File: src/rtl/ro_worker_pkg.sv
// Shared types and default widths for the ring-oscillator job sequencer.
package ro_worker_pkg;

  localparam int unsigned CNT_W_DEF = 16;
  localparam int unsigned DIV_W_DEF = 4;
  localparam int unsigned STATE_W   = 2;

  typedef enum logic [STATE_W-1:0] {
    ST_IDLE = 2'd0,
    ST_RUN  = 2'd1,
    ST_DONE = 2'd2
  } state_e;

endpackage

File: src/rtl/ro_prescaler.sv
// Free-running modulo-2^DIV_W prescaler; wrap is high on the cycle whose edge rolls it to zero.
module ro_prescaler
  import ro_worker_pkg::*;
#(
  parameter int unsigned DIV_W = DIV_W_DEF
) (
  input  logic             clk,
  input  logic             reset,
  input  logic             clear,
  output logic [DIV_W-1:0] count,
  output logic             wrap
);

  always_ff @(posedge clk) begin
    if (reset || clear) begin
      count <= '0;
    end else begin
      count <= count + DIV_W'(1);
    end
  end

  assign wrap = &count;

endmodule

File: src/rtl/ro_job_sequencer.sv
// Counting job sequencer: serially load a target, count up to it at a selectable rate,
// then unload the result serially.
module ro_job_sequencer
  import ro_worker_pkg::*;
#(
  parameter int unsigned CNT_W = CNT_W_DEF,
  parameter int unsigned DIV_W = DIV_W_DEF
) (
  input  logic internal_clock,
  input  logic reset,
  input  logic shift_en,
  input  logic shift_data,
  input  logic start,
  input  logic mode,
  output logic busy,
  output logic done,
  output logic serial_out,
  output logic div_out
);

  state_e             state_q, state_d;
  logic [CNT_W-1:0]   target_q, target_d;
  logic [CNT_W-1:0]   count_q, count_d;
  logic [CNT_W-1:0]   count_inc;
  logic               mode_q, mode_d;
  logic               start_q;
  logic               armed_q;
  logic               start_edge;
  logic               step;
  logic               pre_clear;
  logic [DIV_W-1:0]   pre_count;
  logic               pre_wrap;
  logic               unused_pre_bits;

  ro_prescaler #(.DIV_W(DIV_W)) u_prescaler (
    .clk   (internal_clock),
    .reset (reset),
    .clear (pre_clear),
    .count (pre_count),
    .wrap  (pre_wrap)
  );

  // armed_q blocks a start held high across reset from looking like a rising edge
  assign start_edge = start & ~start_q & armed_q;
  assign step       = mode_q ? pre_wrap : 1'b1;

  always_comb begin
    state_d   = state_q;
    target_d  = target_q;
    count_d   = count_q;
    mode_d    = mode_q;
    pre_clear = 1'b0;
    count_inc = count_q + CNT_W'(1);
    case (state_q)
      ST_IDLE: begin
        if (start_edge) begin
          count_d = '0;
          if (target_q != '0) begin
            state_d   = ST_RUN;
            pre_clear = 1'b1;
            mode_d    = mode;
          end else begin
            state_d = ST_DONE;
          end
        end else if (shift_en) begin
          target_d = {target_q[CNT_W-2:0], shift_data};
        end
      end
      ST_RUN: begin
        if (step) begin
          count_d = count_inc;
          if (count_inc == target_q) begin
            state_d = ST_DONE;
          end
        end
      end
      ST_DONE: begin
        if (start_edge) begin
          state_d = ST_IDLE;
        end else if (shift_en) begin
          count_d = {count_q[CNT_W-2:0], 1'b0};
        end
      end
      default: begin
        state_d = ST_IDLE;
      end
    endcase
  end

  always_ff @(posedge internal_clock) begin
    if (reset) begin
      state_q  <= ST_IDLE;
      target_q <= '0;
      count_q  <= '0;
      mode_q   <= 1'b0;
      start_q  <= 1'b0;
      armed_q  <= 1'b0;
    end else begin
      state_q  <= state_d;
      target_q <= target_d;
      count_q  <= count_d;
      mode_q   <= mode_d;
      start_q  <= start;
      if (!start) begin
        armed_q <= 1'b1;
      end
    end
  end

  // Status decode from registered state and count only
  assign busy       = (state_q == ST_RUN);
  assign done       = (state_q == ST_DONE);
  assign serial_out = (state_q == ST_DONE) & count_q[CNT_W-1];
  assign div_out    = pre_count[DIV_W-1];

  // Low prescaler bits are only observed through wrap
  assign unused_pre_bits = ^pre_count[DIV_W-2:0];

endmodule

File: config.mk
export PLATFORM = sky130hd
export DESIGN_NAME = ro_job_sequencer
export DESIGN_NICKNAME = d
export VERILOG_FILES = /design/src/rtl/ro_worker_pkg.sv /design/src/rtl/ro_prescaler.sv /design/src/rtl/ro_job_sequencer.sv
export SDC_FILE = /design/constraint.sdc
export NUM_CORES = 1
export LEC_CHECK = 0
export BUFFER_PORTS_ARGS = -buffer_cell sky130_fd_sc_hd__buf_4
export CAP_MARGIN = 20
export CORE_UTILIZATION = 61
export DETAILED_ROUTE_END_ITERATION = 10
export MAX_ROUTING_LAYER = met4
export PLACE_DENSITY = 0.79
export SYNTH_ARGS = -nofsm -noshare
export SYNTH_HDL_FRONTEND = slang
export SYNTH_SLANG_ARGS = --single-unit
File: constraint.sdc
create_clock -name internal_clock -period 2.9 [get_ports internal_clock]
set_input_delay 0.435 -clock internal_clock [delete_from_list [all_inputs] [get_ports internal_clock]]
set_output_delay 0.435 -clock internal_clock [all_outputs]
set_load 0.02 [all_outputs]
After elaboration in Yosys (flattened, before gate mapping) --
Cells that the tools add are included.
Operators by class: add/subtract/negate cells 2, equal/unequal tests 9, mux-type cells 15, bitwise gates (word level) 5, reductions and logical operators 9
Operator list (number):
- 16-bit two-way mux | 4
- 16-bit case mux with 3 select lines | 1
- 16-bit by 1-bit adder with 16-bit output, second input constant | 1
- 16-bit equality test | 1
- 16-bit nonzero test | 1
- 2-bit two-way mux | 5
- 4-bit AND reduction | 2
- 2-bit by 1-bit != test with 1-bit output, second input constant | 3
- 2-bit != test, second input constant | 3
- 2-bit case mux with 3 select lines | 1
- 3-bit AND reduction | 2
- 5-bit AND reduction | 1
- 4-bit by 1-bit adder with 4-bit output, second input constant | 1
- 1-bit two-way mux | 4
- 1-bit bitwise AND | 3
- 3-bit nonzero test | 1
- 2-bit by 1-bit equality test with 1-bit output, second input constant | 1
- 2-bit equality test, second input constant | 1
- 2-bit logical NOT | 1
- 1-bit inverter | 2
- 1-bit logical OR | 1
Word-level totals: register bits 41, input port bits 6, output and inout port bits 4, word-level logic and storage cells 47

Logic depth before layout (Yosys ltp) --
Gate-level depths: netlist (run 1).
depth after elaboration 6, depth in mapped cells 11, mapped depth without buffers 9

By module --
From an unflattened synthesis (run 1), not the netlist that was laid out.
Second synthesis, totals: cell total of the unflattened synthesis 268, area total of the unflattened synthesis 2334.7 um^2
Modules (own cells, without submodules):
- ro_job_sequencer | times used 1, cells an instance 254, area an instance 2179.6 um^2, seq. area each 740.7 um^2
- ro_prescaler | times used 1, cells an instance 14, area an instance 155.1 um^2, seq. area each 80.1 um^2

Worst setup path before layout (run 1) --
Ideal clock, no wire load.
path type reg2reg, start point reg count_q[1], end point reg state_q[0], library setup time 0.123 ns, arrival time 2.214 ns, required time 2.777 ns, setup slack 0.563 ns, cell stages (with the launch flop) 9, buffers on the path 0, period minus slack after synthesis 2.337 ns, cells stage by stage dfxtp_1 > ha_1 > nand3_4 > or4_4 > xor2_1 > o211ai_1 > nor3_1 > a31oi_1 > mux2_1
Between the ends: word-level cells in the longest chain between the ends 4
Ends and longest elaborated chain:
- start, declared | line ro_job_sequencer.sv:23 | logic [CNT_W-1:0] count_q, count_d;
- start signal, assigned | line ro_job_sequencer.sv:101 | count_q <= count_d;
- 16-bit by 1-bit adder with 16-bit output | line ro_job_sequencer.sv:53 | count_inc = count_q + CNT_W'(1);
- 16-bit equality test | line ro_job_sequencer.sv:72 | if (count_inc == target_q) begin
- 2-bit by 1-bit != test with 1-bit output (no source line)
- 4-bit AND reduction (no source line)
- end signal, assigned | line ro_job_sequencer.sv:99 | state_q <= state_d;
- end, declared | line ro_job_sequencer.sv:21 | state_e state_q, state_d;
No other way between the ends. A chain may end at the register's enable or synchronous reset.

Final worst setup path (run 1) --
Ends and elaborated chain as after synthesis.

==> key figures, run 1 <==
Status
  • Result of the run: finished, final reports clean

Yosys
  • Syn avg cell area: 7.55 µm²
  • Primary flip-flop cell chosen by synthesis mapping: sky130_fd_sc_hd__dfxtp_1
  • Seq/Total Area, Yosys: 33.6%
  • Unique cell type count in the Yosys netlist: 48
  • Count of flip-flops with a built-in enable after synthesis: 0
  • Cell area after technology mapping: 2440 µm²
  • Syn_nets: 335
  • FFs w/ async S/R, synth: 0%
  • Number of standard cells after synthesis: 323
  • Total of flip-flops plus latches after synthesis: 41
  • Yosys Warn Count: 0

Timing
  • Final hold violation count: 0
  • Unrepaired setup endpoints after global routing: false
  • Fin crit share: 88.6%
  • Achievable Freq: 389 MHz
  • Final Setup Violations: 0
  • Final number of max-transition violations: 0
  • Slew at the pin closest to its max-slew limit: 0.585 ns
  • Worst-case headroom to the max-slew limit: 60.9%
  • Max Clock Skew: 0.00931 ns
  • Total negative slack: 0 ns
  • Post-route minimum period: 2.57 ns

Power and ir drop
  • Net switching component of the power: 0.495 mW
  • Static leakage power: 0.942 nW
  • Power per standard cell area: 584 nW/µm²
  • Clock share of power: 35.4%
  • Sequential share of power: 38.6%
  • Internal Dissipation: 1.05 mW
  • Combinational share of power: 26.0%
  • Worst-case vdd ir drop: 0.379 mV
  • Sw frac: 32.1%

Drt
  • DRC Markers: 0
  • Vias: 2,201
  • Antenna violation net count after detailed routing: 0
  • Final Routed Wirelength: 5520 µm
  • Iteration count of the initial detailed-routing pass: 4
  • Drt wl/cell: 14.9 µm
  • Initial detailed-routing violation count: 228
  • Routed via count divided by cell count: 5.95

Worst setup path
  • Element type at the critical path end: flop
  • Length in cells of the worst reg-to-reg path: 8
  • Slack of the worst reg-to-reg path: 0.33 ns
  • Data arrival time of the worst path: 2.77 ns
  • Required @ worst endpoint: 3.10 ns
  • Start-to-end type of the worst setup path: reg -> reg
  • Critical register-to-register path startpoint: count_q[1]
  • Reg2reg end: state_q[0]
  • Maximum fanout encountered on the critical timing path: 8
  • Element type at the critical path start: flop

Final layout
  • Post-layout net count: 333
  • Diode insertion count for antenna repair: 0
  • Count of placed standard cells in the final layout, fillers left out: 370
  • Area added between synthesis and finish: 8.41%
  • Fraction of final layout cells sized beyond drive strength 1: 9.94%

Placed design
  • Placed insts: 362
  • Final Wtd Congestion: 0.936
  • Half-perimeter wire length after detailed placement: 4010 µm
  • Number of buffers inserted by port buffering: 9

Hold path
  • Hold path depth: 2
  • Hold EP: armed_q
  • Class of the worst hold path: in -> reg
  • Launch point of the worst hold path: start

Clock tree
  • Clock Pin Slew Worst Setup and Hold Paths: 0.08 ns
  • Post-CTS setup repair buffer count: 0
  • Number of CTS-inserted buffers: 5
  • Clock root buffer: sky130_fd_sc_hd__clkbuf_8
  • CTS Hold Bufs: 0
  • Clock tree from TritonCTS: done
  • Clock H-tree levels: 2
  • Clock insertion delay at the later pin of the skew report: 0.30 ns
  • Count of cells resized by post-cts repair: 0
  • Total number of clock tree sinks: 41
  • CTS Buffer Depth: 2

Floorplan
  • Row cnt: 22
  • Top-Level Pins: 10
  • Total core area: 3740 µm²
  • Starting density of the core: 65.2%
  • Die area: 4260 µm²
  • Die boundary height: 65.2 µm
  • Die W: 65.2 µm

Global route
  • Overall global routing resource usage: 30.3%
  • Number of global-route vias before repair: 2,014
  • Wire length of the first global-routing pass: 9670 µm
  • Antenna violations before repair: 0
  • Global route total overflow: 0
  • Largest net degree at the start of global routing: 40

Flow run
  • Number of maximum-capacitance violations: 0
area by class of cell:
type                            instances  area [µm²]
Fill cell                             331        1100
Clock inverter                          3        65.1
Timing Repair Buffer                   15         113
Tap cell                               48        60.1
Sequential cell                        41         821
Clock buffer                            5        68.8
Multi-Input combinational cell        247        1480
Inverter                               11        41.3
routing by layer:
metal  vias up  share of wire (%)  track usage, %  routed length (µm)
li1       1120                  -               -                   -
met1      1008                 49            40.3                2690
met2        62                 44            46.3                2440
met3        11                5.6            6.08                 309
met4         0                1.4            8.97                  80
met5         -                  0               -                   0
critical path, stage by stage, from the launching register on:
cell                       delay (ns)
sky130_fd_sc_hd__dfxtp_1         0.43
sky130_fd_sc_hd__ha_1            0.32
sky130_fd_sc_hd__nand3_4         0.16
sky130_fd_sc_hd__or4_4           0.58
sky130_fd_sc_hd__xor2_1          0.16
sky130_fd_sc_hd__o211ai_1        0.18
sky130_fd_sc_hd__nor3_1          0.08
sky130_fd_sc_hd__a31oi_1         0.22
sky130_fd_sc_hd__mux2_1          0.34
worst max-delay path by stage:
stage | startpoint | to | slack (ns) | depth (start not counted)
floorplan | count_q[1] | state_q[0] | 0.56 | 8
global placement | count_q[1] | state_q[0] | 0.42 | 8
detailed placement | count_q[1] | state_q[0] | 0.36 | 8
CTS | count_q[1] | state_q[0] | 0.35 | 8
global route | count_q[1] | state_q[0] | 0.19 | 8
finish | count_q[1] | state_q[0] | 0.33 | 8
per-stage QoR:
step,util (%),cell area [µm²],hold slack (ns),setup WS (ns),power (mW)
finish,70.7,2650,0.317,0.329,1.54
global placement,67.1,2510,0.433,0.422,1.01
detailed placement,67.1,2510,0.439,0.364,1.00
CTS,70.7,2650,0.312,0.348,1.55
floorplan,-,2440,0.418,0.563,0.875
global route,70.7,2650,0.329,0.189,1.62
layout by cell type, fill, tap and decap left out, types with 2 or more instances in the layout:
cell type,synthesis,routed
sky130_fd_sc_hd__a31oi_1,3,3
sky130_fd_sc_hd__ha_1,6,6
sky130_fd_sc_hd__nor3_1,8,8
sky130_fd_sc_hd__nand4_1,6,6
sky130_fd_sc_hd__xor2_1,14,14
sky130_fd_sc_hd__nand3_1,9,9
sky130_fd_sc_hd__a32oi_1,2,2
sky130_fd_sc_hd__and2_1,3,3
sky130_fd_sc_hd__or3_1,2,2
sky130_fd_sc_hd__nand3b_1,2,2
sky130_fd_sc_hd__nor2_1,28,28
sky130_fd_sc_hd__o211ai_1,2,2
sky130_fd_sc_hd__a22oi_1,12,12
sky130_fd_sc_hd__o31ai_1,2,2
sky130_fd_sc_hd__o22ai_1,2,2
sky130_fd_sc_hd__clkbuf_8,0,5
sky130_fd_sc_hd__o21ai_0,14,14
sky130_fd_sc_hd__xnor2_1,15,15
sky130_fd_sc_hd__nand2_1,54,54
sky130_fd_sc_hd__nand3_4,2,2
sky130_fd_sc_hd__a21oi_1,29,29
sky130_fd_sc_hd__inv_1,10,10
sky130_fd_sc_hd__bufinv_16,0,2
sky130_fd_sc_hd__dfxtp_1,41,41
sky130_fd_sc_hd__o21a_1,2,2
sky130_fd_sc_hd__nor4_1,8,8
sky130_fd_sc_hd__buf_4,2,15
sky130_fd_sc_hd__or2_2,2,2
sky130_fd_sc_hd__and3_1,3,3
cells in the mapped netlist (3+ instances only):
cell type | instances | area, µm²
sky130_fd_sc_hd__nand2_1 | 54 | 203
sky130_fd_sc_hd__dfxtp_1 | 41 | 821
sky130_fd_sc_hd__a21oi_1 | 29 | 145
sky130_fd_sc_hd__nor2_1 | 28 | 105
sky130_fd_sc_hd__clkbuf_1 | 19 | 71.3
sky130_fd_sc_hd__xnor2_1 | 15 | 131
sky130_fd_sc_hd__o21ai_0 | 14 | 70.1
sky130_fd_sc_hd__xor2_1 | 14 | 123
sky130_fd_sc_hd__a22oi_1 | 12 | 90.1
sky130_fd_sc_hd__inv_1 | 10 | 37.5
sky130_fd_sc_hd__nand3_1 | 9 | 45.0
sky130_fd_sc_hd__nor3_1 | 8 | 40.0
sky130_fd_sc_hd__nor4_1 | 8 | 50.1
sky130_fd_sc_hd__ha_1 | 6 | 75.1
sky130_fd_sc_hd__nand4_1 | 6 | 37.5
sky130_fd_sc_hd__a31oi_1 | 3 | 18.8
sky130_fd_sc_hd__and2_1 | 3 | 18.8
sky130_fd_sc_hd__and3_1 | 3 | 18.8
state kept, by name, indices dropped and copies added, names as in the netlist:
signal / cells
armed_q: 1
count_q: 16
mode_q: 1
start_q: 1
state_q: 2
target_q: 16
u_prescaler.count: 4
power groups by stage:
stage | Clock [mW] | Combinational (mW) | Sequential (mW)
4_1_cts | 0.556 | 0.396 | 0.596
3_3_place_gp | 0 | 0.396 | 0.609
6_report | 0.547 | 0.401 | 0.596
5_1_grt | 0.576 | 0.440 | 0.600
2_1_floorplan | 0 | 0.269 | 0.606
3_5_place_dp | 0 | 0.394 | 0.609
logic make-up after synthesis:
kind of cell / count (synthesis) / share of synthesized area, %
flip-flops: 41 / 33.6
multiplexers: 3 / 1.33
adder cells (fa/ha/maj): 6 / 3.08
AO/OA/AOI/OAI: 74 / 18.6
XOR/XNOR: 29 / 10.4
AND/OR/NAND/NOR: 135 / 27.1
buffers and inverters: 35 / 5.85
Note: power is estimated with default switching activity, not from simulation.
==> run 2, diff against run 1 <==
ABC_AREA = 1   (was not set)
==> key figures, run 2 <==
Worst setup path
  • Critical register-to-register path startpoint: state_q[1]
  • Critical-path top delay cell: sky130_fd_sc_hd__nor2_4
  • Element type at the critical path end: flop
  • Length in cells of the worst reg-to-reg path: 9 (+1)
  • Slowest Stage Delay on Critical Path: 0.38 ns (-0.20 ns)
  • Reg2reg end: count_q[14]
  • Crit path top cell by count: sky130_fd_sc_hd__nand2_1
  • Element type at the critical path start: flop
  • Start-to-end type of the worst setup path: reg -> reg
  • Maximum fanout encountered on the critical timing path: 18 (+10)
  • Required @ worst endpoint: 3.12 ns (+0.02 ns)
  • Sequence of cells on the critical path: inv_1, ha_1, nand3_1, nand2_1, nor3_1, inv_2, nor2_4, nand2_1, a21oi_1
  • Slack of the worst reg-to-reg path: 0.76 ns (+0.43 ns)
  • Data arrival time of the worst path: 2.36 ns (-0.41 ns)

Global route
  • Largest net degree at the start of global routing: 22 (-45%)
  • Global route total overflow: 0 (unchanged)
  • Wire length of the first global-routing pass: 10,200 µm (+5.4%)
  • Number of global-route vias before repair: 2,287 (+14%)
  • Antenna violations before repair: 0 (unchanged)
  • Overall global routing resource usage: 32.4% (+2.1 points)

Clock tree
  • Clock root buffer: sky130_fd_sc_hd__clkbuf_8
  • Clock insertion delay at the later pin of the skew report: 0.30 ns (about the same)
  • Clock H-tree levels: 2 (unchanged)
  • Clock tree from TritonCTS: done
  • CTS Hold Bufs: 0 (unchanged)
  • Number of CTS-inserted buffers: 5 (unchanged)
  • Count of cells resized by post-cts repair: 0 (unchanged)
  • Post-CTS setup repair buffer count: 0 (unchanged)
  • Total number of clock tree sinks: 41 (unchanged)
  • CTS Buffer Depth: 2 (unchanged)
  • Clock Pin Slew Worst Setup and Hold Paths: 0.08 ns (about the same)

Floorplan
  • Top-Level Pins: 10 (unchanged)
  • Row cnt: 22 (unchanged)
  • Total core area: 3740 µm² (unchanged)
  • Die W: 65.0 µm (-0.40%)
  • Die area: 4220 µm² (-0.80%)
  • Die boundary height: 65.0 µm (-0.40%)
  • Starting density of the core: 64.6% (-0.53 points)

Placed design
  • Final Wtd Congestion: 1.00 (+7.4%)
  • Number of buffers inserted by port buffering: 9 (unchanged)
  • Worst setup slack after placement: 0.827 ns (+0.463 ns)
  • Half-perimeter wire length after detailed placement: 4520 µm (+13%)

Yosys
  • Primary flip-flop cell chosen by synthesis mapping: sky130_fd_sc_hd__dfxtp_1
  • Count of flip-flops with a built-in enable after synthesis: 0 (unchanged)
  • Area share of the largest cell type after synthesis: 33.9% (+0.28 points)
  • Cell area after technology mapping: 2420 µm² (-0.82%)
  • Syn_nets: 397 (+19%)
  • Synth area leader: sky130_fd_sc_hd__dfxtp_1
  • Number of standard cells after synthesis: 385 (+19%)
  • Unique cell type count in the Yosys netlist: 23 (-52%)
  • Cell types occupying the most area after synthesis: sky130_fd_sc_hd__dfxtp_1 (34%), sky130_fd_sc_hd__nand2_1 (18%), sky130_fd_sc_hd__a21oi_1 (7.7%), sky130_fd_sc_hd__inv_1 (7.6%), sky130_fd_sc_hd__nand3_1 (6.4%)
  • Syn avg cell area: 6.29 µm² (-17%)
  • Cell with the most instances after synthesis: sky130_fd_sc_hd__nand2_1
  • Seq/Total Area, Yosys: 33.9% (+0.28 points)
  • Yosys Warn Count: 0 (unchanged)
  • Total of flip-flops plus latches after synthesis: 41 (unchanged)
  • Top cells by instance count after synthesis: sky130_fd_sc_hd__nand2_1 (118), sky130_fd_sc_hd__inv_1 (49), sky130_fd_sc_hd__dfxtp_1 (41)
  • FFs w/ async S/R, synth: 0% (unchanged)

Timing
  • Fin crit share: 73.8% (-15 points)
  • Total negative slack: 0 ns (unchanged)
  • Achievable Freq: 468 MHz (+20%)
  • Slew at the pin closest to its max-slew limit: 0.532 ns (-0.0525 ns)
  • Worst path setup slack after routing: 0.761 ns (+0.432 ns)
  • Unrepaired setup endpoints after global routing: false
  • Final hold violation count: 0 (unchanged)
  • Max Clock Skew: 0.00729 ns (-0.00202 ns)
  • Post-route minimum period: 2.14 ns (-0.432 ns)
  • Final number of max-transition violations: 0 (unchanged)
  • Final Setup Violations: 0 (unchanged)
  • Worst-case headroom to the max-slew limit: 64.4% (+3.5 points)

Final layout
  • Largest registers in the final layout: count_q: 16 flops, target_q: 16 flops, u_prescaler.count: 4 flops
  • Most frequent cells in the layout: sky130_fd_sc_hd__nand2_1 (118), sky130_fd_sc_hd__inv_1 (49), sky130_fd_sc_hd__dfxtp_1 (41)
  • Fraction of final layout cells sized beyond drive strength 1: 7.61% (-2.3 points)
  • Commonest non-fill, non-tap cell in the layout: sky130_fd_sc_hd__nand2_1
  • Diode insertion count for antenna repair: 0 (unchanged)
  • Area added between synthesis and finish: 7.70%
  • FILL cells: 347 (+4.8%)
  • Post-layout net count: 405 (+22%)

Drt
  • Antenna violation net count after detailed routing: 0 (unchanged)
  • Final Routed Wirelength: 6110 µm (+11%)
  • Vias: 2,496 (+13%)
  • Routed via count divided by cell count: 5.65 (-5.1%)
  • Initial detailed-routing violation count: 187 (-18%)
  • Iteration count of the initial detailed-routing pass: 5 (+1)
  • DRC Markers: 0 (unchanged)
  • Drt wl/cell: 13.8 µm (-7.3%)

Hold path
  • Hold EP: armed_q
  • Class of the worst hold path: in -> reg
  • Launch point of the worst hold path: start
  • Hold path depth: 2 (unchanged)

Flow run
  • Number of maximum-capacitance violations: 0 (unchanged)

Status
  • Result of the run: finished, final reports clean

Power and ir drop
  • Power per standard cell area: 671 nW/µm² (+15%)
  • Worst-case vdd ir drop: 0.578 mV (+53%)
  • Static leakage power: 1.05 nW (+12%)
-- run 2: cell types whose count changed in the layout (fill, tap and decap cells not counted), moves of 10 or more --
cell / delta
sky130_fd_sc_hd__nand2_1: +64
sky130_fd_sc_hd__inv_1: +39
sky130_fd_sc_hd__nand3_1: +22
sky130_fd_sc_hd__xnor2_1: -14
sky130_fd_sc_hd__a22oi_1: -12
sky130_fd_sc_hd__o22ai_1: +10
sky130_fd_sc_hd__xor2_1: -10
-- run 2: final cells by class --
cell class / count / area (µm²) / area share, %
multi-input combinational: 283 / 1370 / 52.5
sequential: 41 / 821 / 31.5
inverter: 51 / 191 / 7.35
timing repair buffer: 11 / 82.6 / 3.17
clock buffer: 6 / 72.6 / 2.78
tap: 48 / 60.1 / 2.30
clock inverter: 2 / 10.0 / 0.384
-- run 2: worst max path at each step --
stage | slack, ns | cells after the start | end | start
floorplan | 1.11 | 12 | state_q[0] | count_q[0]
global placement | 0.91 | 9 | count_q[3] | state_q[1]
detailed placement | 0.83 | 9 | count_q[14] | state_q[1]
CTS | 0.80 | 9 | count_q[14] | state_q[1]
global route | 0.56 | 12 | state_q[0] | count_q[0]
finish | 0.76 | 9 | count_q[14] | state_q[1]
-- run 2: per-layer routing --
layer	vias to the layer above	wire (µm)	global-route usage [%]
met3	23	258	5.63
li1	1274	-	-
met4	0	201	13.6
met5	-	0	-
met2	75	2890	54.3
met1	1124	2760	37.9
-- run 2: cell families after synthesis --
| logic type | Yosys count | share of synthesized area [%] |
|---|---|---|
| buffers and inverters | 61 | 9.51 |
| AO/OA/AOI/OAI | 73 | 15.8 |
| AND/OR/NAND/NOR | 199 | 35.8 |
| flip-flops | 41 | 33.9 |
| adder cells (fa/ha/maj) | 6 | 3.10 |
| XOR/XNOR | 5 | 1.81 |
-- run 2: critical path, delay by kind of cell (launching register included) --
kind / cells / cell delay, ns
and+or+nand+nor: 5 / 0.91
adders and majority gates: 1 / 0.30
AOI/OAI and AO/OA: 1 / 0.16
DFF: 1 / 0.37
buffers and inverters: 2 / 0.30
-- run 2: stage by stage --
step	total power, mW	area, µm²	hold slack (ns)	util (%)	instances
5_1_grt	1.85	2610	0.323	69.6	442
6_report	1.75	2610	0.324	69.6	442
2_1_floorplan	1.20	2420	0.418	-	385
4_1_cts	1.74	2610	0.323	69.6	442
3_3_place_gp	1.36	2520	0.433	67.4	434
3_5_place_dp	1.37	2520	0.441	67.4	434
-- run 2: power breakdown --
part | switching, mW | leakage, nW | internal (mW)
sequential | 0.0775 | 0.335 | 0.656
clock | 0.206 | 0.0450 | 0.167
combinational | 0.440 | 0.673 | 0.202
